--- config.mk ---
export PLATFORM = sky130hd
export DESIGN_NAME = alu_top_level
export DESIGN_NICKNAME = d
export VERILOG_FILES = /design/src/rtl/alu_top_level.sv
export SDC_FILE = /design/constraint.sdc
export NUM_CORES = 2
export LEC_CHECK = 0
export ABC_CLOCK_PERIOD_IN_PS = 6400
export BUFFER_PORTS_ARGS = -buffer_cell sky130_fd_sc_hd__buf_2
export CELL_PAD_IN_SITES_DETAIL_PLACEMENT = 1
export CELL_PAD_IN_SITES_GLOBAL_PLACEMENT = 1
export CORE_MARGIN = 3
export CORE_UTILIZATION = 40
export DETAILED_ROUTE_END_ITERATION = 7
export PLACE_DENSITY_LB_ADDON = 0.1
export SYNTH_ARGS = -nofsm -noshare
export SYNTH_HDL_FRONTEND = slang
export SYNTH_SLANG_ARGS = --single-unit
--- constraint.sdc ---
create_clock -name clk -period 6.4 [get_ports clk]
set_input_delay 0.96 -clock clk [delete_from_list [all_inputs] [get_ports clk]]
set_output_delay 0.96 -clock clk [all_outputs]
set_load 0.02 [all_outputs]
--- src/rtl/alu_top_level.sv ---
// Execute-stage datapath: 16x32 register bank (2R/1W, registered reads, write-first bypass)
// feeding a registered 4-bit-opcode ALU. Optional flags outputs under `ALU_FLAGS_EN.
module alu_top_level #(
  parameter int WIDTH = 32,
  parameter int NREGS = 16,
  localparam int AW = $clog2(NREGS)
) (
  input  logic             clk,
  input  logic             rst,
  input  logic             read_port_1,
  input  logic             read_port_2,
  input  logic             write_port,
  input  logic [AW-1:0]    addr_port_1,
  input  logic [AW-1:0]    addr_port_2,
  input  logic [AW-1:0]    addr_port_write,
  input  logic [WIDTH-1:0] din_port_write,
  output logic [WIDTH-1:0] dout_port_1,
  output logic [WIDTH-1:0] dout_port_2,
  input  logic [WIDTH-1:0] imm,
  input  logic             op2_sel,
  input  logic [3:0]       alu_op,
  output logic [WIDTH-1:0] result
`ifdef ALU_FLAGS_EN
  ,
  output logic             zero,
  output logic             carry,
  output logic             overflow,
  output logic             negative
`endif
);

  localparam int SW = $clog2(WIDTH);

  localparam logic [3:0] OP_ADD = 4'd0;
  localparam logic [3:0] OP_SUB = 4'd1;
  localparam logic [3:0] OP_AND = 4'd2;
  localparam logic [3:0] OP_OR  = 4'd3;
  localparam logic [3:0] OP_XOR = 4'd4;
  localparam logic [3:0] OP_NOT = 4'd5;
  localparam logic [3:0] OP_SLA = 4'd6;
  localparam logic [3:0] OP_SRA = 4'd7;
  localparam logic [3:0] OP_SRL = 4'd8;
  localparam logic [3:0] OP_INC = 4'd9;
  localparam logic [3:0] OP_DEC = 4'd10;
  localparam logic [3:0] OP_HAM = 4'd11;
  localparam logic [3:0] OP_SLT = 4'd12;

  logic [WIDTH-1:0] regs [NREGS];
  logic [WIDTH-1:0] rd_val_1, rd_val_2;
  logic [WIDTH-1:0] op1, op2, alu_res;
  logic [SW-1:0]    shamt;
  logic             write_en;

  // R0 is never written, so it stays at its reset value of zero.
  assign write_en = write_port && (addr_port_write != '0);

  // Read muxes: R0 reads 0; a same-cycle write to the read address wins (write-first).
  always_comb begin
    rd_val_1 = '0;
    if (addr_port_1 != '0) begin
      if (write_en && (addr_port_write == addr_port_1)) rd_val_1 = din_port_write;
      else                                              rd_val_1 = regs[addr_port_1];
    end
  end

  always_comb begin
    rd_val_2 = '0;
    if (addr_port_2 != '0) begin
      if (write_en && (addr_port_write == addr_port_2)) rd_val_2 = din_port_write;
      else                                              rd_val_2 = regs[addr_port_2];
    end
  end

  always_ff @(posedge clk or negedge rst) begin
    if (!rst) begin
      for (int i = 0; i < NREGS; i++) regs[i] <= '0;
      dout_port_1 <= '0;
      dout_port_2 <= '0;
    end else begin
      if (write_en)    regs[addr_port_write] <= din_port_write;
      if (read_port_1) dout_port_1 <= rd_val_1;
      if (read_port_2) dout_port_2 <= rd_val_2;
    end
  end

  assign op1   = dout_port_1;
  assign op2   = op2_sel ? imm : dout_port_2;
  assign shamt = op2[SW-1:0];

  always_comb begin
    alu_res = '0;
    case (alu_op)
      OP_ADD: alu_res = op1 + op2;
      OP_SUB: alu_res = op1 - op2;
      OP_AND: alu_res = op1 & op2;
      OP_OR:  alu_res = op1 | op2;
      OP_XOR: alu_res = op1 ^ op2;
      OP_NOT: alu_res = ~op1;
      OP_SLA: alu_res = op1 << shamt;
      OP_SRA: alu_res = $unsigned($signed(op1) >>> shamt);
      OP_SRL: alu_res = op1 >> shamt;
      OP_INC: alu_res = op1 + 1'b1;
      OP_DEC: alu_res = op1 - 1'b1;
      OP_HAM: for (int i = 0; i < WIDTH; i++) alu_res = alu_res + {{(WIDTH-1){1'b0}}, op1[i]};
      OP_SLT: alu_res = {{(WIDTH-1){1'b0}}, ($signed(op1) < $signed(op2))};
      default: alu_res = '0;
    endcase
  end

  always_ff @(posedge clk or negedge rst) begin
    if (!rst) result <= '0;
    else      result <= alu_res;
  end

`ifdef ALU_FLAGS_EN
  logic carry_nxt, overflow_nxt;

  // carry is carry-out for ADD/INC and borrow for SUB/DEC.
  always_comb begin
    carry_nxt    = 1'b0;
    overflow_nxt = 1'b0;
    case (alu_op)
      OP_ADD: begin
        carry_nxt    = alu_res < op1;
        overflow_nxt = (op1[WIDTH-1] == op2[WIDTH-1]) && (alu_res[WIDTH-1] != op1[WIDTH-1]);
      end
      OP_SUB: begin
        carry_nxt    = op1 < op2;
        overflow_nxt = (op1[WIDTH-1] != op2[WIDTH-1]) && (alu_res[WIDTH-1] != op1[WIDTH-1]);
      end
      OP_INC: begin
        carry_nxt    = &op1;
        overflow_nxt = alu_res[WIDTH-1] && !op1[WIDTH-1];
      end
      OP_DEC: begin
        carry_nxt    = ~|op1;
        overflow_nxt = op1[WIDTH-1] && !alu_res[WIDTH-1];
      end
      default: ;
    endcase
  end

  always_ff @(posedge clk or negedge rst) begin
    if (!rst) begin
      zero     <= 1'b0;
      carry    <= 1'b0;
      overflow <= 1'b0;
      negative <= 1'b0;
    end else begin
      zero     <= (alu_res == '0);
      carry    <= carry_nxt;
      overflow <= overflow_nxt;
      negative <= alu_res[WIDTH-1];
    end
  end
`endif

endmodule

# [Word level (Yosys, flattened, before mapping)]
# Index checks and enable logic that the tools add are counted.
[word_totals] ff_bits=608 latch_bits=0 ram_bits=0 romBits=0 out_inout_bits=96 memories=0
[classes] add_sub_neg=35 n_mul=0 div=0 n_lt_le_gt_ge=5 eq_ne=14 shift=3 n_mux=15 n_bitwise=7 reduce_logical=8
[op_table] op="512-bit bitwise mux" count=1
[op_table] op="32-bit case mux with 13 select lines" count=1
[op_table] op="32-bit two-way mux" count=10
[op_table] op="32-bit binary-select mux with 4-bit select" count=2
[op_table] op="32-bit demux with 4-bit select" count=1
[op_table] op="31-bit by 1-bit adder with 32-bit output" count=1
[op_table] op="32-bit by 1-bit adder with 32-bit output (second input constant)" count=1
[op_table] op="32-bit adder" count=1
[op_table] op="32-bit AND" count=1
[op_table] op="32-bit less-than comparator" count=1
[op_table] op="32-bit inverter" count=1
[op_table] op="32-bit OR" count=1
[op_table] op="32-bit by 5-bit left shift with 32-bit output" count=1
[op_table] op="32-bit by 5-bit right shift with 32-bit output" count=1
[op_table] op="32-bit by 5-bit >>> shifter with 32-bit output" count=1
[op_table] op="32-bit by 1-bit subtractor with 32-bit output (second input constant)" count=1
[op_table] op="32-bit subtractor" count=1
[op_table] op="32-bit bitwise XOR" count=1
[op_table] op="30-bit by 1-bit adder with 31-bit output" count=1
[op_table] op="29-bit by 1-bit adder with 30-bit output" count=1
[op_table] op="28-bit by 1-bit adder with 29-bit output" count=1
[op_table] op="27-bit by 1-bit adder with 28-bit output" count=1
[op_table] op="26-bit by 1-bit adder with 27-bit output" count=1
[op_table] op="25-bit by 1-bit adder with 26-bit output" count=1
[op_table] op="other kinds (35)" count=53

# [Longest topological paths before layout]
[logic_depth] word_depth=32 mapped_depth=24 depth_no_buf=20

# [Least setup slack after synthesis]
# No wires, ideal clock.
[synth_path] path_kind="input to register" startpoint="in imm[1]" endpoint="reg result[29]" setup_ps=139 arrival_time_ps=5231 setup_slack_ps=1030 stages=22 n_path_buf=3 cell_sequence="nand2_1 o21a_1 buf_6 clkbuf_1 clkbuf_1 ha_1 o221ai_1 nor3_2 nand3_1 nor2_1 o21ai_0 xnor2_1 o21ai_0 ha_1 a21o_1 a21o_1 a21oi_1 o21ai_0 a31oi_1 o21ai_0 a211o_1 or4_1"
[synth_between] elab_chain_cells=3
[synth_lines] element="from (decl)" line="19" rtl="input logic [WIDTH-1:0] imm,"
[synth_lines] element="32-bit two-way mux *" line="87" rtl="assign op2 = op2_sel ? imm : dout_port_2;"
[synth_lines] element="32-bit subtractor (tied with other cells)" line="94" rtl="OP_SUB: alu_res = op1 - op2;"
[synth_lines] element="32-bit case mux with 13 select lines *" line="92" rtl="case (alu_op)"
[synth_lines] element="named net alu_res[29]" line="50" rtl="logic [WIDTH-1:0] op1, op2, alu_res;"
[synth_lines] element="to (signal assigned)" line="112" rtl="else result <= alu_res;"
[synth_lines] element="to (decl)" line="22" rtl="output logic [WIDTH-1:0] result"
# Mark *: on every way through the listed nets, which the timed path passes. The rest lies on a longest branch.
# A chain may end at the register's enable or synchronous reset.

# [Worst setup path in the final report]
[layout_path] startpoint="in op2_sel" endpoint="reg result[0]"
[layout_between] elab_chain_cells=3
[layout_lines] element="from (decl)" line="20" rtl="input logic op2_sel,"
[layout_lines] element="32-bit two-way mux *" line="87"
[layout_lines] element="32-bit subtractor (tied with other cells)" line="94"
[layout_lines] element="32-bit case mux with 13 select lines *" line="92"
[layout_lines] element="named net alu_res[0]" line="50"
# Marked as above.

==> results by group <==
Global routing
  • Global-route wire length before repair: 246,300 um
  • Largest net degree at the start of global routing: between 150 and 200
  • Congestion Overflow GR: 0
  • Initial antenna violation count: 9
  • Vias in the first global route: 33,930
  • Overall Global Routing Usage: 31.65%

Setup path
  • CP bufs+invs: 4
  • Most numerous cell on the critical path: buf_4
  • CP top delay family: compound AO/OA/AOI/OAI gates
  • CP peak stage delay: 0.85 ns
  • CP Launch Type: input pin
  • Critical Path End Type: register
  • Critical Setup Path Class: in -> reg
  • CP max-delay cell: nor4_1
  • Critical Path RT: ~6.9 ns
  • CP max FO: 40
  • Critical Path AT: around 6.8 ns
  • Crit path cell chain: buf_4 > buf_12 > mux2i_1 > ha_1 > nor4_1 > nand4_1 > a21oi_1 > a2111oi_0 > buf_4 > o41ai_1 > nand2_1 > o31ai_1 > buf_4 > o2111ai_1

Drt
  • Vias/cell: 6.314
  • Routed vias: 31,410
  • Routed WL: 170,600 um
  • Initial DRT Pass Iterations: 5
  • DR WL/cell: 34.29 um
  • Drc violations: 0
  • Routed Antenna Nets: 0
  • DRT iter0 DRCs: around 2,400

Clock network
  • Clock buffer depth: 3
  • Worst-Skew Late Latency: about 0.65 ns
  • Total CTS buffers: around 70
  • CTS H-Tree Depth: 3
  • Clock sink count: roughly 610
  • Worst-path clk slew: 0.08 ns
  • CTS tree: built
  • Clock Root Buffer: clkbuf_16
  • # Post-CTS Setup Buffers: 0
  • Hold-fix buffers, CTS: 0

Die
  • Die H: 326.8 um
  • IO Pins: 182
  • Site row count: about 120
  • Die area: 106,800 um2
  • Die W: 326.8 um
  • Core Box Area: between 100,000 and 150,000 um2
  • Starting density of the core: roughly two fifths

Place
  • Detailed placement HPWL: between 100,000 and 150,000 um
  • PortBufs: 181
  • # placed instances: 4,841
  • Placed Area: 43,830 um2
  • GPL Wtd Cong: ~0.96

Synth
  • Synth top area share: 36.95%
  • Post-Synth Adder-Cell Area: 5.397%
  • Top FF cell, synth: dfrtp_1
  • FF+latch count, synth: 608
  • Fraction of the mapped netlist area in compound gates: 9.925%
  • Post-synthesis mux area share: between 30% and 40%
  • Xor and xnor area share after synthesis: 1.787%
  • Synth Area in Simple Gates: 5.780%
  • Asr flop ratio synth: 100.0%
  • Syn Area/Cell: 11.87 um2
  • Main combinational cell family by area after synthesis: multiplexers
  • Mapped Area: 41,170 um2
  • Synth Net Count: 3,717
  • Synth unique cells: 84
  • Area leader, netlist: dfrtp_1
  • Seq/Total Area, Yosys: approximately 37%
  • Cells taking the most area after synthesis: dfrtp_1 (37%), mux4_2 (18%), mux2_2 (13%)
  • Post-synth EDFFs: 0
  • Syn. warnings: 0
  • Mapped Cells: 3,469

Final layout
  • Area Growth Syn to Fin: 12.47%
  • Share of layout cells above drive strength 1: 36.17%
  • Final non-filler cell total: 4,974
  • Final instance area: 46,310 um2
  • Final-stage net count: between 3,000 and 4,000

STA
  • Crit share post-route: 98.82%
  • Slew HR: between 15 and 20%
  • Worst Tran Pin Value: ~1.3 ns
  • Worst-case clock skew: 0.04796 ns
  • RSZ-0062 raised after global routing: false
  • Hold_ws: 0.3016 ns
  • Final Setup Violations: 0
  • Setup TNS: 0 ns
  • Pins Over Slew Limit: 0
  • Minimum clock period: 6.325 ns
  • Max Freq: 158.1 MHz
  • Hold Vio Cnt, Final: 0

Power and ir drop
  • Pwr per Cell Area: 400.2 nW/um2
  • P_leak: approximately 20 nW
  • VDD IR max: 0.0008200 V

Min path
  • Worst Hold Class: in -> async

Run status
  • Status: finished, final reports clean

Flow run
  • Max-Cap Viols: 0
## worst register-to-register path, cell delays in order (launching register included)
cell and delay (ns):
dfrtp_1 0.65, inv_1 0.34, fa_1 0.64, fa_1 0.45, fa_1 0.47, fa_1 0.53
fa_1 0.44, fa_1 0.49, inv_1 0.04, ha_1 0.22, a21o_1 0.19, a21oi_1 0.21
nor2b_1 0.08, o211ai_1 0.43, o2111ai_1 0.20, a221oi_1 0.47, o21ai_0 0.16
## logic make-up after synthesis
| group | after synthesis |
|---|---|
| simple gates | 521 |
| flops | 608 |
| compound gates | 631 |
| xor+xnor | 84 |
| fa+ha+maj | 162 |
| mux | 998 |
| buf+inv | 465 |
## final timing paths
kind                                startpoint         to  slack [ns]  depth (start not counted)
worst min register to register       regs[488]  regs[488]        0.39                          0
worst max-delay path                   op2_sel  result[0]        0.08                         14
worst min-delay path                       rst  result[9]        0.30                          1
worst max register to register  dout_port_1[1]  result[5]        0.23                         16
max in group asynchronous                  rst   regs[88]        4.53                          2
min in group clk                     regs[488]  regs[488]        0.39                          0
## metal layers
layer	global-route usage, %	up-vias	share of wire [%]
li1	-	13240	-
met1	41.81	16900	42
met2	52.99	982	49
met3	4.260	277	4.8
met4	12.23	6	4.2
met5	0	-	0.028
## flip-flops by register name (all words and copies together) (netlist names)
| name | flops |
|---|---|
| dout_port_1 | 32 |
| dout_port_2 | 32 |
| regs | 512 |
| result | 32 |
## Yosys cell counts, drive strengths merged (11+ instances only)
cell type / instances
o21ai: 146
ha: 136
nor3: 47
mux4: 326
o21bai: 12
nor2b: 15
a211oi: 24
a21o: 20
a22oi: 16
inv: 152
a21oi: 137
clkbuf: 221
mux2i: 185
xor2: 12
o31ai: 12
o221ai: 20
nand2b: 14
nand2: 164
nand4: 14
nand3: 28
nor2: 180
buf: 91
o2111ai: 11
fa: 26
a31oi: 15
o211ai: 28
or3: 13
mux2: 487
o21a: 14
o22ai: 92
dfrtp: 608
xnor2: 72
nor4: 15
## timing repair
action	4_1_cts	5_1_grt
gates resized for setup	0	1
endpoints found under the hold margin	0	0
endpoints found under the setup margin	0	1
## where the power goes
group | internal (mW) | leakage (nW) | switching (mW)
sequential | 4.73 | 7.56 | 0.727
combinational | 3.65 | 10.8 | 5.09
clock | 2.59 | 1.21 | 1.75
## layout by cell type, fill, tap and decap left out, types with 141 or more instances in the layout
| master | synthesis | routed |
|---|---|---|
| buf_2 | 25 | 173 |
| inv_1 | 150 | 150 |
| mux2i_1 | 182 | 181 |
| nand2_1 | 164 | 163 |
| dfrtp_1 | 608 | 608 |
| mux2_2 | 487 | 487 |
| nor2_1 | 180 | 172 |
| o21ai_0 | 141 | 141 |
| mux4_2 | 326 | 326 |
## per-stage QoR
stage | utilization [%] | power, mW | setup slack, ns
2_1_floorplan | - | 10.82 | 1.030
3_3_place_gp | 43.02 | 13.83 | -0.6129
3_5_place_dp | 43.02 | 14.18 | -0.5630
4_1_cts | 45.43 | 18.58 | 0.1295
5_1_grt | 45.43 | 19.51 | 0.02536
6_report | 45.45 | 18.53 | 0.07527
## layout make-up
cell class	instances	area, um2
Tap cell	1368	1712
Sequential cell	608	15210
Clock inverter	21	286.5
Timing Repair Buffer	316	2032
Antenna cell	6	15.01
Fill cell	10640	55580
Clock buffer	106	2171
Inverter	153	579.3
Multi-Input combinational cell	2396	24300
(Power assumes the default switching activity.)
